[config.mk]
export PLATFORM = sky130hd
export DESIGN_NAME = ringbuf_conv_sequencer
export DESIGN_NICKNAME = d
export VERILOG_FILES = /design/src/rtl/ringbuf_conv_sequencer.sv
export SDC_FILE = /design/constraint.sdc
export NUM_CORES = 1
export LEC_CHECK = 0
export CAP_MARGIN = 10
export CORE_MARGIN = 2
export CORE_UTILIZATION = 50
export CTS_BUF_LIST = sky130_fd_sc_hd__clkbuf_2 sky130_fd_sc_hd__clkbuf_4 sky130_fd_sc_hd__clkbuf_8
export DETAILED_ROUTE_END_ITERATION = 8
export DONT_BUFFER_PORTS = 1
export PLACE_DENSITY_LB_ADDON = 0.25
export SKIP_LAST_GASP = 1
export SLEW_MARGIN = 20
export SYNTH_ARGS = -nofsm -noshare
export SYNTH_HDL_FRONTEND = slang
export SYNTH_SLANG_ARGS = --single-unit
[constraint.sdc]
create_clock -name i_clk -period 5 [get_ports i_clk]
set_clock_uncertainty 0.15 [all_clocks]
set_input_delay 0.5 -clock i_clk [delete_from_list [all_inputs] [get_ports i_clk]]
set_output_delay 0.5 -clock i_clk [all_outputs]
set_load 0.01 [all_outputs]
[src/rtl/ringbuf_conv_sequencer.sv]
// Control FSM for the sample ring buffer: head pointer, sample writes, convolution passes.
// Define RINGSEQ_CFG_CHECK_EN to add the registered illegal-bounds check on o_cfg_err.
module ringbuf_conv_sequencer #(
   parameter int unsigned DATA_ADDRESS_WIDTH = 12,
   parameter int unsigned DATA_OFFSET_WIDTH  = 10,
   parameter int unsigned COEF_ADDRESS_WIDTH = 10
) (
   input  logic                          i_clk,
   input  logic                          i_clr_n,
   input  logic                          i_sw_clr,
   input  logic [DATA_ADDRESS_WIDTH-1:0] i_cfg_uptr,
   input  logic [DATA_ADDRESS_WIDTH-1:0] i_cfg_lptr,
   input  logic                          i_wr_req,
   output logic                          o_wr_ack,
   input  logic                          i_conv_req,
   output logic                          o_conv_done,
   output logic                          o_busy,
   output logic                          o_rb_clr,
   output logic                          o_rb_init,
   output logic                          o_rb_cnt,
   output logic [DATA_OFFSET_WIDTH-1:0]  o_rb_head_offset,
   input  logic                          i_rb_count_fin,
   output logic                          o_ram_we,
   output logic [DATA_ADDRESS_WIDTH-1:0] o_ram_wr_addr,
   output logic                          o_ram_re,
   output logic [COEF_ADDRESS_WIDTH-1:0] o_coef_addr,
   output logic                          o_mac_clr,
   output logic                          o_mac_en,
   output logic                          o_mac_last,
   output logic                          o_cfg_err
);

   typedef enum logic [2:0] {StIdle, StWrite, StInit, StRun, StDrain, StDone} state_e;

   state_e                          r_state;
   logic [DATA_OFFSET_WIDTH-1:0]    r_head;
   logic [DATA_ADDRESS_WIDTH-1:0]   r_wr_addr;
   logic [COEF_ADDRESS_WIDTH-1:0]   r_coef;
   logic                            r_wr_ack;
   logic                            r_ram_we;
   logic                            r_rb_init;
   logic                            r_ram_re;
   logic                            r_mac_clr;
   logic                            r_mac_en;
   logic                            r_conv_done;
   logic                            r_sw_clr;

   logic [DATA_ADDRESS_WIDTH-1:0]   w_span;
   logic [DATA_OFFSET_WIDTH-1:0]    w_nxt;
   logic                            w_cfg_bad;
   logic                            w_req_ok;

   assign w_span = i_cfg_lptr - i_cfg_uptr;
   assign w_nxt  = (DATA_ADDRESS_WIDTH'(r_head) == w_span) ? '0
                                                           : r_head + DATA_OFFSET_WIDTH'(1);

`ifdef RINGSEQ_CFG_CHECK_EN
   logic r_cfg_err;

   assign w_cfg_bad = (i_cfg_lptr < i_cfg_uptr) ||
                      (w_span > DATA_ADDRESS_WIDTH'((2 ** DATA_OFFSET_WIDTH) - 1));

   always_ff @(posedge i_clk or negedge i_clr_n) begin
      if (!i_clr_n) begin
         r_cfg_err <= 1'b0;
      end else if (r_state == StIdle) begin
         r_cfg_err <= w_cfg_bad;
      end
   end

   assign o_cfg_err = r_cfg_err;
`else
   assign w_cfg_bad = 1'b0;
   assign o_cfg_err = 1'b0;
`endif

   // Gate on the live check too, so a bad config is never accepted before the flag registers.
   assign w_req_ok = !w_cfg_bad && !o_cfg_err;

   always_ff @(posedge i_clk or negedge i_clr_n) begin
      if (!i_clr_n) begin
         r_state     <= StIdle;
         r_head      <= '0;
         r_wr_addr   <= '0;
         r_coef      <= '0;
         r_wr_ack    <= 1'b0;
         r_ram_we    <= 1'b0;
         r_rb_init   <= 1'b0;
         r_ram_re    <= 1'b0;
         r_mac_clr   <= 1'b0;
         r_mac_en    <= 1'b0;
         r_conv_done <= 1'b0;
         r_sw_clr    <= 1'b0;
      end else begin
         r_sw_clr    <= i_sw_clr;
         r_mac_en    <= o_ram_re;
         r_wr_ack    <= 1'b0;
         r_ram_we    <= 1'b0;
         r_rb_init   <= 1'b0;
         r_mac_clr   <= 1'b0;
         r_conv_done <= 1'b0;
         if (i_sw_clr) begin
            r_state  <= StIdle;
            r_head   <= '0;
            r_coef   <= '0;
            r_ram_re <= 1'b0;
         end else begin
            unique case (r_state)
               StIdle: begin
                  if (w_req_ok && i_wr_req) begin
                     r_state   <= StWrite;
                     r_wr_ack  <= 1'b1;
                     r_ram_we  <= 1'b1;
                     r_wr_addr <= i_cfg_uptr + DATA_ADDRESS_WIDTH'(w_nxt);
                  end else if (w_req_ok && i_conv_req) begin
                     r_state   <= StInit;
                     r_rb_init <= 1'b1;
                     r_mac_clr <= 1'b1;
                     r_coef    <= '0;
                  end
               end
               StWrite: begin
                  r_head  <= w_nxt;
                  r_state <= StIdle;
               end
               StInit: begin
                  r_state  <= StRun;
                  r_ram_re <= 1'b1;
               end
               StRun: begin
                  if (i_rb_count_fin) begin
                     r_state  <= StDrain;
                     r_ram_re <= 1'b0;
                  end else begin
                     r_coef <= r_coef + COEF_ADDRESS_WIDTH'(1);
                  end
               end
               StDrain: begin
                  r_state     <= StDone;
                  r_conv_done <= 1'b1;
               end
               StDone:  r_state <= StIdle;
               default: r_state <= StIdle;
            endcase
         end
      end
   end

   // Strobes are masked by sw_clr in the cycle it is asserted; rb_cnt follows the live last-tap flag.
   assign o_busy           = (r_state != StIdle);
   assign o_rb_clr         = i_sw_clr | r_sw_clr;
   assign o_wr_ack         = r_wr_ack & ~i_sw_clr;
   assign o_ram_we         = r_ram_we & ~i_sw_clr;
   assign o_rb_init        = r_rb_init & ~i_sw_clr;
   assign o_mac_clr        = r_mac_clr & ~i_sw_clr;
   assign o_ram_re         = r_ram_re & ~i_sw_clr;
   assign o_mac_en         = r_mac_en & ~i_sw_clr;
   assign o_mac_last       = o_mac_en & (r_state == StDrain);
   assign o_conv_done      = r_conv_done & ~i_sw_clr;
   assign o_rb_cnt         = (r_state == StRun) & ~i_rb_count_fin & ~i_sw_clr;
   assign o_rb_head_offset = r_head;
   assign o_ram_wr_addr    = r_wr_addr;
   assign o_coef_addr      = r_coef;

endmodule
* Word-level counts from Yosys, hierarchy flattened
Index checks and enable logic that the tools add are counted.
Word-level totals: bits in registers 41, logic and storage cells 69
Operators by class: add/subtract/negate cells 4, equal/unequal tests 10, mux-type cells 25, bitwise gates (word level) 11, reduce and logical (&&, ||, !) cells 9
Operators by type and width (count):
- 10-bit two-way mux | 7
- 10-bit by 1-bit adder with 10-bit output, second input constant | 2
- 10-bit one-hot mux with 2 select lines | 1
- 12-bit by 10-bit adder with 12-bit output | 1
- 10-bit by 12-bit == test with 1-bit output | 1
- 3-bit two-way mux | 4
- 3-bit != test, second input constant | 4
- 3-bit one-hot mux with 4 select lines | 1
- 12-bit subtractor | 1
- 1-bit two-way mux | 11
- 3-bit nonzero test | 3
- 1-bit AND | 8
- 3-bit by 2-bit == test with 1-bit output, second input constant | 2
- 4-bit != test, second input constant | 1
- 2-bit AND reduction | 2
- 4-bit AND reduction | 1
- 3-bit by 1-bit == test with 1-bit output, second input constant | 1
- 3-bit == test, second input constant | 1
- 3-bit zero test | 1
- 3-bit AND reduction | 1
- 1-bit NOT | 2
- 1-bit one-hot mux with 2 select lines | 1
- 2-bit nonzero test | 1
- 1-bit bitwise OR | 1

* Longest topological paths before layout
depth in word-level cells 5, mapped depth 21, depth with buffers taken out 21

* Worst setup path before layout
Ideal clock, no wire load.
path type input -> register, start point input port i_cfg_lptr[0], end point register r_wr_addr[10], in the netlist o_ram_wr_addr[10], data arrival time 4502 ps, path slack 225 ps, stages 21, path buffers 0, path through inv_1 -> ha_1 -> fa_1 -> nand2b_1 -> a211oi_1 -> o211a_1 -> nor3_1 -> nor4_1 -> nand3_1 -> nor2_1 -> nor2_1 -> ha_1 -> fa_1 -> a21o_1 -> a21oi_1 -> nor2b_1 -> o311ai_0 -> nand2b_1 -> a311oi_1 -> mux2i_1 -> nand2_1
On the way: word-level cells in the longest chain between the ends 4
RTL lines:
- start: declaration | line 12 | input logic [DATA_ADDRESS_WIDTH-1:0] i_cfg_lptr,
- 12-bit subtractor | line 53 | assign w_span = i_cfg_lptr - i_cfg_uptr;
- 10-bit by 12-bit == test with 1-bit output | line 54 | assign w_nxt = (DATA_ADDRESS_WIDTH'(r_head) == w_span) ? '0
- 10-bit two-way mux | line 54
- 12-bit by 10-bit adder with 12-bit output | line 114 | r_wr_addr <= i_cfg_uptr + DATA_ADDRESS_WIDTH'(w_nxt);
- end signal: assignment | line 114
- end: declaration | line 37 | logic [DATA_ADDRESS_WIDTH-1:0] r_wr_addr;
No other way between the ends. A chain may end at the register's enable or synchronous reset.

* Worst setup path after layout
Ends and elaborated chain as after synthesis.

==> summary.txt <==
Logic synthesis
  • Area fraction in compound gates after synthesis: 17.6%
  • Synth area leader: dfrtp_1
  • Mapped Area: 3230 um2
  • Top cells by count, synth: nand2_1, dfrtp_1, o21ai_0
  • Post-synthesis sequential area ratio: 31.8%
  • Synth Instances: 397
  • Largest family of logic cells by synthesized area: simple AND/OR/NAND/NOR gates
  • Syn nets: 452
  • Mux share of post-synthesis cell area: 2.87%
  • FF+latch count, synth: 41
  • Syn avg cell area: 8.12 um2
  • Yosys top cell area share: 31.8%
  • Top cells by area, synth: dfrtp_1, ha_1, o21ai_0, nand2_1, xor2_1
  • Post-synthesis async set-or-reset flop share: 100%
  • Simple-Gate Fraction of Synth Area: 24.1%
  • Post-Synth XOR/XNOR Area: 7.60%
  • Post-synth cell types: 54
  • Main synth FF type: dfrtp_1
  • Post-Synth Adder-Cell Area: 10.2%
  • Warnings, synthesis: 0
  • Count leader, synth: nand2_1
  • Number of synthesized flops with an enable pin: 0

GRT
  • Largest net degree at the start of global routing: 42
  • Global Route Usage Sum: 22.3%
  • Grt ovf: 0
  • Vias in the first global route: 2616
  • Initial antenna violation count: 0
  • First-pass GRT wire length: 12.8 mm

Drt
  • Routed vias: 2799
  • Final wirelength: 7.80 mm
  • DR pass1 iterations: 4
  • DRC: 0
  • Initial DRC count: 154
  • Vias per cell: 5.98
  • Detail Route Antenna Nets: 0
  • Wire length per cell: 16.7 um

Die
  • Row cnt: 29
  • Core box area: 6280 um2
  • Die width: 84.3 um
  • Initial core utilization: 51.4%
  • Die area: 7110 um2
  • Chip height: 84.3 um
  • Ports: 74

Critical path
  • R2R setup slack: 620 ps
  • RR Endpoint: o_ram_wr_addr[10]
  • Worst Path Arrival: 4680 ps
  • R2R cell count: 17
  • Critical-path maximum fanout: 3
  • CP startpoint kind: input pin
  • Setup crit end kind: flip-flop
  • Critical path required time: 5030 ps
  • Critical setup path kind: in -> reg
  • Reg2Reg Launch Point: o_rb_head_offset[6]

Hold path
  • Worst min path class: in -> reg
  • Hold Path Sink: r_sw_clr
  • Hold path start: i_sw_clr
  • Hold path cells: 0

Clock network
  • Clock sinks: 41
  • H-tree depth: 2
  • CTS root buf: clkbuf_8
  • CTS tree: yes
  • Clock transition at path regs: 80 ps
  • Clock Latency Late Sink: 290 ps
  • Post-CTS Setup Bufs: 0
  • CTS buffer count: 5
  • CTS Buffer Depth: 2

Pwr
  • Cell internal pwr: 0.557 mW
  • Sw Ratio: 32.3%
  • Combinational share of power: 23.5%
  • Clock group share of total power: 27.7%
  • Power Density: 243 nW/um2
  • P_sw: 0.266 mW
  • Flop pwr share: 48.9%
  • Worst VDD drop: 0.167 mV
  • Static Leak: 1.63 nW

Placement
  • Dpl ws: 14.0 ps
  • Hpwl dp: 6.06 mm
  • RePlAce Congestion: 0.893
  • I/O Buffers: 0
  • Post-placement cell count: 459

STA
  • Slack of the critical path: 354 ps
  • Min Tclk post-route: 4650 ps
  • # setup viols final: 0
  • Worst-Margin Slew: 819 ps
  • Rel. slew slack: 45.2%
  • Fin crit share: 92.9%
  • Slew Viols, Final: 0
  • Hold Slack: 90.4 ps
  • Max Fclk: 215 MHz
  • RSZ-0062 raised after global routing: false
  • Hold Vio Cnt, Final: 0
  • Setup_tns: 0 ps

Finish
  • N_diodes: 0
  • Area Overhead vs Synth: 5.08%
  • Layout cells sized above 1: 6.39%
  • Post-layout net count: 446
  • Final std cells w/o fill: 468

Job
  • Maxcap violations: 0

Status
  • Status: complete, no violations
## cell type report
type / count / area, um2
well taps: 77 / 96.3
flip-flops and latches: 41 / 1030
multi-input cells: 315 / 2030
fillers: 587 / 2890
inverters: 22 / 82.6
clock buffers: 7 / 90.1
repair buffers: 6 / 60.1
## sequential cells by signal (all words and copies together) (netlist names)
name / cells
r_conv_done: 1
r_ram_re: 1
o_rb_head_offset: 10
o_ram_wr_addr: 12
r_sw_clr: 1
r_ram_we: 1
r_mac_clr: 1
o_coef_addr: 10
r_mac_en: 1
r_state: 3
## layer usage
layer	part of all wire (%)	wire [um]	global-route usage [%]	up-vias
met1	44	3430	30.3	1335
met2	47	3700	36.7	78
met4	0.74	58	3.96	0
met3	7.7	603	5.41	5
li1	-	-	-	1381
met5	0	0	0	-
## power groups by stage
stage               Combinational [mW]  Clock [mW]  Sequential, mW
finish                           0.193       0.228           0.403
global route                     0.222       0.244           0.407
CTS                              0.192       0.233           0.403
detailed placement               0.181           0           0.409
global placement                 0.177           0           0.409
floorplan                        0.153           0           0.398
## placed cells by master, fill, tap and decap left out, types with 5 or more instances in the layout
cell      netlist  routed
nand3_1        16      16
a21oi_1        16      16
nor3_1         12      12
clkbuf_8        0       6
inv_1          22      22
mux2i_1         7       7
xor2_1         16      16
nor2_1         35      35
nor2b_1         6       6
and3_1         12      12
nand2_1        49      49
a211oi_1        6       5
a31oi_1         9       9
ha_1           23      23
o21ai_0        37      37
xnor2_1        12      12
dfrtp_1        41      41
## logic make-up (layout without fill, tap and decap cells)
group,after synthesis,after routing
multiplexers,9,9
flip-flops,41,41
AND/OR/NAND/NOR,160,160
adder cells (fa/ha/maj),25,25
XOR/XNOR,28,28
other,1,1
AO/OA/AOI/OAI,92,92
buffers and inverters,41,35
## how the worst max path moves through the flow
stage                        startpoint                 to  slack (ps)  cells past startpoint
final                     i_cfg_lptr[0]  o_ram_wr_addr[10]         350                     21
after global placement    i_cfg_lptr[0]  o_ram_wr_addr[10]          80                     21
after floorplan           i_cfg_lptr[0]  o_ram_wr_addr[10]         220                     21
after detailed placement  i_cfg_lptr[0]  o_ram_wr_addr[10]          10                     21
after CTS                 i_cfg_lptr[0]  o_ram_wr_addr[10]         260                     21
after global routing      i_cfg_lptr[0]  o_ram_wr_addr[11]          30                     20
## through the flow
step	cell area [um2]	util [%]	total power, mW
finish	3390	54.0	0.824
CTS	3380	53.8	0.828
floorplan	3230	-	0.551
global route	3390	54.0	0.874
detailed placement	3260	51.9	0.590
global placement	3260	51.9	0.586
## timing repair
item / in CTS / in global routing
hold buffers: 2 / 0
resized for setup: 0 / 2
endpoints found under the hold margin: 41 / 0
endpoints found under the setup margin: 0 / 4
## worst max-delay path, stage by stage
cell and delay (ps):
inv_1 20, ha_1 190, fa_1 410, nand2b_1 200
a211oi_2 270, o211a_1 240, nor3_1 70, nor4_1 260
nand3_1 190, nor2_1 210, nor2_1 70, ha_1 220
fa_1 410, a21o_1 180, a21oi_1 190, nor2b_1 80
o311ai_1 270, nand2b_1 120, a311oi_1 330, mux2i_1 210
nand2_1 60
(Power assumes the default switching activity.)
